<file path="src/rtl/pe_noc_pkg.sv">
// Shared definitions for the PE-side NoC endpoint: header field layout,
// derived widths and the TX/RX state encodings.
package pe_noc_pkg;

  // Header flit: destination in the low bits, body length above it.
  localparam int HdrDstLsb = 0;

  function automatic int hdr_len_lsb(input int addr_width);
    return addr_width;
  endfunction

  function automatic int len_w(input int data_width, input int addr_width);
    return data_width - addr_width;
  endfunction

  typedef enum logic [1:0] {
    TX_IDLE = 2'd0,
    TX_HEAD = 2'd1,
    TX_BODY = 2'd2
  } tx_state_e;

  typedef enum logic {
    RX_HDR  = 1'b0,
    RX_BODY = 1'b1
  } rx_state_e;

endpackage

</file>
<file path="src/rtl/pe_noc_sync_fifo.sv">
// Single-clock first-word-fall-through FIFO; the head entry is always visible
// on pop_data while empty is low. Depth must be a power of two.
module pe_noc_sync_fifo #(
  parameter int Width = 8,
  parameter int Depth = 4
) (
  input  logic             clk,
  input  logic             rst_n,
  input  logic             push,
  input  logic [Width-1:0] push_data,
  input  logic             pop,
  output logic [Width-1:0] pop_data,
  output logic             empty,
  output logic             full
);

  localparam int PtrW = $clog2(Depth);
  localparam logic [PtrW-1:0] PtrOne = PtrW'(1);
  localparam logic [PtrW:0]   CntOne = (PtrW + 1)'(1);

  logic [Width-1:0] mem [Depth];
  logic [PtrW-1:0]  wr_ptr;
  logic [PtrW-1:0]  rd_ptr;
  logic [PtrW:0]    count;
  logic             do_push;
  logic             do_pop;

  // The extra count bit is set only when all Depth entries are occupied.
  assign full     = count[PtrW];
  assign empty    = (count == '0);
  assign do_pop   = pop && !empty;
  assign do_push  = push && (!full || pop);
  assign pop_data = mem[rd_ptr];

  // NOTE: sequential state uses non-blocking assignments so every register
  // updates from pre-edge values regardless of statement order.
  always_ff @(posedge clk or negedge rst_n) begin
    if (!rst_n) begin
      wr_ptr <= '0;
      rd_ptr <= '0;
      count  <= '0;
    end else begin
      if (do_push) wr_ptr <= wr_ptr + PtrOne;
      if (do_pop)  rd_ptr <= rd_ptr + PtrOne;
      unique case ({do_push, do_pop})
        2'b10:   count <= count + CntOne;
        2'b01:   count <= count - CntOne;
        default: count <= count;
      endcase
    end
  end

  // NOTE: storage is deliberately not reset; empty/full come from the count,
  // so stale entries are never observable.
  always_ff @(posedge clk) begin
    if (do_push) mem[wr_ptr] <= push_data;
  end

endmodule

</file>
<file path="src/rtl/pe_noc_endpoint.sv">
// Tile-side NoC network interface: TX packetizes core messages into a header
// plus body flits, RX checks the header and buffers body flits for the core.
module pe_noc_endpoint
  import pe_noc_pkg::*;
#(
  parameter  int DataWidth = 8,
  parameter  int AddrWidth = 2,
  parameter  int ViChAddr  = 1,
  parameter  int RxDepth   = 4,
  localparam int LenW      = len_w(DataWidth, AddrWidth)
) (
  input  logic                 Clk,
  input  logic                 Reset,
  input  logic [AddrWidth-1:0] MyAddr,
  input  logic                 TxReq,
  input  logic [AddrWidth-1:0] TxDst,
  input  logic [LenW-1:0]      TxLen,
  input  logic [ViChAddr-1:0]  TxVc,
  output logic                 TxAck,
  output logic                 TxErr,
  input  logic [DataWidth-1:0] TxData,
  input  logic                 TxValid,
  output logic                 TxReady,
  output logic [DataWidth-1:0] OutpData,
  output logic                 OutpEn,
  input  logic                 OutpReady,
  output logic [ViChAddr-1:0]  OutpSel,
  input  logic [DataWidth-1:0] InpData,
  input  logic                 InpEn,
  output logic                 InpReady,
  input  logic [ViChAddr-1:0]  InpSel,
  output logic [DataWidth-1:0] RxData,
  output logic                 RxValid,
  output logic                 RxLast,
  output logic [ViChAddr-1:0]  RxVc,
  input  logic                 RxReady,
  output logic                 ProtoErr
);

  localparam int LenLsb = hdr_len_lsb(AddrWidth);
  localparam int FifoW  = 1 + ViChAddr + DataWidth;
  localparam logic [LenW-1:0] LenOne = LenW'(1);

  // ---------------------------------------------------------------- TX path
  tx_state_e            tx_state, tx_next;
  logic [AddrWidth-1:0] tx_dst;
  logic [LenW-1:0]      tx_len;
  logic [LenW-1:0]      tx_cnt;
  logic [ViChAddr-1:0]  tx_vc;

  // NOTE: every output gets a default before the case so no latch is inferred.
  always_comb begin
    tx_next  = tx_state;
    TxAck    = 1'b0;
    TxErr    = 1'b0;
    TxReady  = 1'b0;
    OutpEn   = 1'b0;
    OutpData = '0;
    OutpSel  = '0;
    unique case (tx_state)
      TX_IDLE: begin
        // Reset gating keeps the pulses quiet while Reset is held low.
        if (TxReq && Reset) begin
          if (TxLen != '0) begin
            TxAck   = 1'b1;
            tx_next = TX_HEAD;
          end else begin
            TxErr = 1'b1;
          end
        end
      end
      TX_HEAD: begin
        OutpEn   = 1'b1;
        OutpData = {tx_len, tx_dst};
        OutpSel  = tx_vc;
        if (OutpReady) tx_next = TX_BODY;
      end
      TX_BODY: begin
        OutpEn   = TxValid;
        OutpData = TxData;
        OutpSel  = tx_vc;
        TxReady  = OutpReady;
        if (TxValid && OutpReady && tx_cnt == LenOne) tx_next = TX_IDLE;
      end
      default: tx_next = TX_IDLE;
    endcase
  end

  always_ff @(posedge Clk or negedge Reset) begin
    if (!Reset) begin
      tx_state <= TX_IDLE;
      tx_dst   <= '0;
      tx_len   <= '0;
      tx_vc    <= '0;
      tx_cnt   <= '0;
    end else begin
      tx_state <= tx_next;
      if (TxAck) begin
        tx_dst <= TxDst;
        tx_len <= TxLen;
        tx_vc  <= TxVc;
      end
      if (tx_state == TX_HEAD && OutpReady) begin
        tx_cnt <= tx_len;
      end else if (tx_state == TX_BODY && TxValid && OutpReady) begin
        tx_cnt <= tx_cnt - LenOne;
      end
    end
  end

  // ---------------------------------------------------------------- RX path
  rx_state_e            rx_state, rx_next;
  logic [LenW-1:0]      rx_cnt;
  logic [ViChAddr-1:0]  rx_vc;
  logic [AddrWidth-1:0] hdr_dst;
  logic [LenW-1:0]      hdr_len;
  logic                 hdr_fire;
  logic                 body_fire;
  logic                 fifo_full;
  logic                 fifo_empty;
  logic [FifoW-1:0]     fifo_in;
  logic [FifoW-1:0]     fifo_out;

  assign hdr_dst = InpData[HdrDstLsb +: AddrWidth];
  assign hdr_len = InpData[LenLsb +: LenW];

  always_comb begin
    rx_next   = rx_state;
    InpReady  = 1'b0;
    hdr_fire  = 1'b0;
    body_fire = 1'b0;
    unique case (rx_state)
      RX_HDR: begin
        InpReady = Reset;
        hdr_fire = InpEn && InpReady;
        // A zero-length header is dropped and the next flit is a header again.
        if (hdr_fire && hdr_len != '0) rx_next = RX_BODY;
      end
      RX_BODY: begin
        InpReady  = Reset && !fifo_full;
        body_fire = InpEn && InpReady;
        if (body_fire && rx_cnt == LenOne) rx_next = RX_HDR;
      end
      default: rx_next = RX_HDR;
    endcase
  end

  always_ff @(posedge Clk or negedge Reset) begin
    if (!Reset) begin
      rx_state <= RX_HDR;
      rx_cnt   <= '0;
      rx_vc    <= '0;
      ProtoErr <= 1'b0;
    end else begin
      rx_state <= rx_next;
      if (hdr_fire) begin
        if (hdr_len == '0 || hdr_dst != MyAddr) ProtoErr <= 1'b1;
        if (hdr_len != '0) begin
          rx_cnt <= hdr_len;
          rx_vc  <= InpSel;
        end
      end
      if (body_fire) begin
        rx_cnt <= rx_cnt - LenOne;
        if (InpSel != rx_vc) ProtoErr <= 1'b1;
      end
    end
  end

  // Body flits carry the packet's latched VC even if InpSel strays.
  assign fifo_in = {(rx_cnt == LenOne), rx_vc, InpData};

  pe_noc_sync_fifo #(
    .Width (FifoW),
    .Depth (RxDepth)
  ) u_rx_fifo (
    .clk       (Clk),
    .rst_n     (Reset),
    .push      (body_fire),
    .push_data (fifo_in),
    .pop       (RxReady),
    .pop_data  (fifo_out),
    .empty     (fifo_empty),
    .full      (fifo_full)
  );

  assign RxValid = !fifo_empty;
  assign RxLast  = fifo_out[FifoW-1];
  assign RxVc    = fifo_out[DataWidth +: ViChAddr];
  assign RxData  = fifo_out[DataWidth-1:0];

endmodule

</file>
<file path="config.mk">
export PLATFORM = sky130hd
export DESIGN_NAME = pe_noc_endpoint
export DESIGN_NICKNAME = d
export VERILOG_FILES = /design/src/rtl/pe_noc_pkg.sv /design/src/rtl/pe_noc_sync_fifo.sv /design/src/rtl/pe_noc_endpoint.sv
export SDC_FILE = /design/constraint.sdc
export NUM_CORES = 1
export LEC_CHECK = 0
export BUFFER_PORTS_ARGS = -buffer_cell sky130_fd_sc_hd__clkbuf_2
export CAP_MARGIN = 20
export CORE_MARGIN = 2
export CORE_UTILIZATION = 50
export DETAILED_ROUTE_END_ITERATION = 16
export GPL_TIMING_DRIVEN = 0
export PLACE_DENSITY = 0.75
export SYNTH_ARGS = -nofsm -noshare
export SYNTH_HDL_FRONTEND = slang
export SYNTH_SLANG_ARGS = --single-unit
</file>
<file path="constraint.sdc">
create_clock -name Clk -period 2.15 [get_ports Clk]
set_clock_uncertainty 0.05 [all_clocks]
set_input_delay 0 -clock Clk [delete_from_list [all_inputs] [get_ports Clk]]
set_output_delay 0 -clock Clk [all_outputs]
set_load 0.05 [all_outputs]
</file>
==> results.sh <==
export IMPL_status="completed"
export IMPL_grt_first_pass_wirelength_um=11270
export IMPL_total_power_uw=5782
export IMPL_synth_sequential_area_ratio=0.5853
export IMPL_grtUsageTotal=0.1999
export IMPL_finalHoldViolCount=0
export IMPL_synth_seq_cells=73
export IMPL_dp_worst_setup_slack_ns=-0.3741
export IMPL_worstPathBufferInverterCount=3
export IMPL_nFillCells=499
export IMPL_core_rowCount=30
export IMPL_worst_path_fanout_max=2
export IMPL_clockBufferDepth=2
export IMPL_drt_wirelength_per_cell_um=16.53
export IMPL_fmax_mhz=484.4
export IMPL_h_tree_level_count=3
export IMPL_area_delta_synth_final_pct=25.00
export IMPL_power_density_nw_per_um2=1336
export IMPL_max_slew_worst_pin_slew_ns=0.6481
export IMPL_number_of_flops_mapped_to_enable_cells_by_yosys=40
export IMPL_initial_core_util=0.5126
export IMPL_post_place_cells=396
export IMPL_number_of_vias_per_cell_after_detailed_routing=5.521
export IMPL_layout_drive_gt1_share=0.3182
export IMPL_peakVddDrop_mv=0.7560
export IMPL_synth_area_per_cell_um2=13.53
export IMPL_global_route_overflow_total=0
export IMPL_dr_max_layer_used="met4"
export IMPL_met2_length_um=3452
export IMPL_power_static_leakage_uw=0.001768
export IMPL_clk_insertion_delay_late_ns=0.35
export IMPL_hold_class="in -> reg"
export IMPL_final_core_util=0.6407
export IMPL_ant_diodes=0
export IMPL_synth_async_reset_ratio=0.4521
export IMPL_timing_max_cap_violations=0
export IMPL_final_nets=396
export IMPL_ant_nets=0
export IMPL_mappedNetlistNets=305
export IMPL_critical_path_type="in -> out"
export IMPL_sequence_of_cells_on_the_critical_path="dlygate4sd3_1 > clkbuf_2 > or4_1 > or3_4 > and2b_1 > clkbuf_2"
export IMPL_most_frequent_cp_cell="sky130_fd_sc_hd__clkbuf_2"
export IMPL_largest_net_degree_at_the_start_of_global_routing=34
export IMPL_final_setup_tns_ns=0
export IMPL_met3WireLength_um=359
export IMPL_first_pass_iters=6
export IMPL_slew_headroom=0.5670
export IMPL_drc_errors=0
export IMPL_fp_dieW_um=87.23
export IMPL_antenna_violations_before_repair=0
export IMPL_worst_path_max_delay_cell="sky130_fd_sc_hd__or4_1"
export IMPL_timing_critical_path_slowest_cell_delay_ns=0.54
export IMPL_tritoncts="done"
export IMPL_period_share=0.9601
export IMPL_synth_distinct_cells=49
export IMPL_worst_ep_required_time_ns=2.10
export IMPL_gp_congestion=0.8057
export IMPL_synth_top_area_cell="sky130_fd_sc_hd__edfxtp_1"
export IMPL_final_setup_viol_count=0
export IMPL_rrSetupSlack_ns=0.10
export IMPL_final_instance_count_excl_fill=432
export IMPL_finalMaxSlewViolations=0
export IMPL_hpwlAfterDp_um=4860
export IMPL_cts_sinks=73
export IMPL_rsz0062_at_grt="no"
export IMPL_vias_in_the_first_global_route=2342
export IMPL_post_synth_top_area_fraction=0.3468
export IMPL_synthTopCellsByArea="sky130_fd_sc_hd__edfxtp_1 35%, sky130_fd_sc_hd__dfrtp_1 24%, sky130_fd_sc_hd__mux4_2 6.5%"
export IMPL_ff_latch_area_um2=2029
export IMPL_dieArea_um2=7608
export IMPL_chip_height_um=87.23
export IMPL_vias=2385
export IMPL_number_of_cells_produced_by_synthesis=256
export IMPL_met1_length_um=3198
export IMPL_floorplan_io_pins=61
export IMPL_finalWorstSetupSlack_ns=0.08573
export IMPL_worst_setup_hold_path_clk_slew_ns=0.08
export IMPL_cts_inserted_buffers=9
export IMPL_critical_path_arrival_ns=2.01
export IMPL_crit_family="simple AND/OR/NAND/NOR gates"
export IMPL_ys_warn_count=0
export IMPL_routed_wl_um=7143
export IMPL_number_of_port_buffers=60
export IMPL_worstSetupEndpointType="output port"
export IMPL_ys_flop_type="sky130_fd_sc_hd__edfxtp_1"
export IMPL_core_area_um2=6756
export IMPL_cts_root_buffer="sky130_fd_sc_hd__clkbuf_8"
export IMPL_min_period_ns=2.064
export IMPL_detailedRoute_firstIterationViolations=166
export IMPL_critPathLaunchType="input pin"
export IMPL_area_of_the_multi_input_gates_um2=1360
export IMPL_syn_cell_area_um2=3463
## flip-flops by register name (all words and copies together) (netlist names), 2 cells and up
| name | count |
|---|---|
| u_rx_fifo.mem | 40 |
| rx_cnt | 6 |
| tx_cnt | 6 |
| tx_len | 6 |
| u_rx_fifo.count | 3 |
| tx_dst | 2 |
| tx_state | 2 |
| u_rx_fifo.rd_ptr | 2 |
| u_rx_fifo.wr_ptr | 2 |
## path summary, 6_finish.rpt
path | cells past startpoint | to | startpoint
max | 6 | TxErr | TxLen[1]
min | 4 | tx_cnt[2]$_DFFE_PN0P_ | OutpReady
max reg2reg | 9 | u_rx_fifo.count[2]$_DFFE_PN0P_ | u_rx_fifo.count[2]$_DFFE_PN0P_
min reg2reg | 1 | ProtoErr$_DFF_PN0_ | ProtoErr$_DFF_PN0_
max in group asynchronous | 3 | rx_state$_DFF_PN0_ | Reset
min in group asynchronous | 3 | tx_vc$_DFFE_PN0P_ | Reset
## cell usage after synthesis (all sizes together), types with 2 or more instances
library cell	number
a211o	2
a22o	2
dfrtp	33
or4	2
edfxtp	40
nand2b	2
nor3	3
a21oi	7
nor2b	9
and3	2
nor2	10
a22oi	8
and2	8
clkbuf	5
a32oi	4
nand3	3
nand2	15
a221o	2
xor2	4
buf	3
nor4	3
mux2	10
o21ai	15
mux4	10
inv	16
ha	13
xnor2	5
or3	5
## what timing repair did
| item | in CTS | in global routing |
|---|---|---|
| setup buffers | 0 | 2 |
| resized for setup | 6 | 3 |
| endpoints found under the setup margin | 6 | 6 |
| endpoints found under the hold margin | 81 | 0 |
| pin swaps | 1 | 1 |
| hold buffers | 21 | 0 |
## placed cells by master, fill, tap and decap left out, types with 3 or more instances in the layout
cell                            instances
sky130_fd_sc_hd__inv_6                  3
sky130_fd_sc_hd__dlygate4sd3_1         20
sky130_fd_sc_hd__mux2_4                 7
sky130_fd_sc_hd__a21oi_1                7
sky130_fd_sc_hd__xnor2_1                5
sky130_fd_sc_hd__edfxtp_1              40
sky130_fd_sc_hd__buf_4                  3
sky130_fd_sc_hd__nor4_1                 3
sky130_fd_sc_hd__dfrtp_1               31
sky130_fd_sc_hd__nor2_1                10
sky130_fd_sc_hd__a22oi_1                8
sky130_fd_sc_hd__nor3_1                 3
sky130_fd_sc_hd__nor2b_1                9
sky130_fd_sc_hd__nand3_1                3
sky130_fd_sc_hd__or3_1                  3
sky130_fd_sc_hd__xor2_1                 4
sky130_fd_sc_hd__inv_1                 14
sky130_fd_sc_hd__o21ai_0               15
sky130_fd_sc_hd__a32oi_1                4
sky130_fd_sc_hd__clkbuf_8              10
sky130_fd_sc_hd__clkbuf_2              61
sky130_fd_sc_hd__clkinv_4               3
sky130_fd_sc_hd__and2_1                 8
sky130_fd_sc_hd__nand2_1               14
sky130_fd_sc_hd__mux4_2                10
sky130_fd_sc_hd__ha_1                  10
## cell families (layout without fill, tap and decap cells)
logic type	after synthesis	after routing	synth area share
AND/OR/NAND/NOR	65	65	0.1033
adder cells (fa/ha/maj)	14	14	0.05275
AO/OA/AOI/OAI	51	51	0.1022
buffers and inverters	24	120	0.02854
multiplexers	20	20	0.1051
flip-flops	73	73	0.5853
XOR/XNOR	9	9	0.02276
## layer usage
layer  global-route usage  vias up
li1                     -     1139
met3              0.04929       11
met4              0.07832        0
met5                    0        -
met2               0.3171       80
met1               0.2670     1155
## report_power, final
part | internal, uW | switching (uW) | total [uW] | leakage [uW]
logic | 974 | 1530 | 2500 | 0.000914
clock network | 582 | 544 | 1130 | 0.000107
registers | 1840 | 314 | 2150 | 0.000747
## tightest hold or removal path: cells and delay by family
kind	cells	cell delay (ns)
compound gates	2	0.16
buf+inv	1	0.12
simple gates	1	0.10
## per-stage QoR
stage / cell area (um^2) / hold WS (ns)
floorplan: 3468 / -0.3456
global placement: 3869 / 0.1119
detailed placement: 3869 / 0.1343
CTS: 4299 / 0.007038
global route: 4329 / 0.03002
finish: 4329 / 0.02514
## area by class of cell
| type | count | area share |
|---|---|---|
| clock inverter | 6 | 0.01705 |
| buffer | 5 | 0.005780 |
| timing repair buffer | 83 | 0.1237 |
| sequential | 73 | 0.4688 |
| clock buffer | 10 | 0.03179 |
| multi-input combinational | 159 | 0.3142 |
| tap | 80 | 0.02312 |
| inverter | 16 | 0.01561 |
Note: power is estimated with default switching activity, not from simulation.
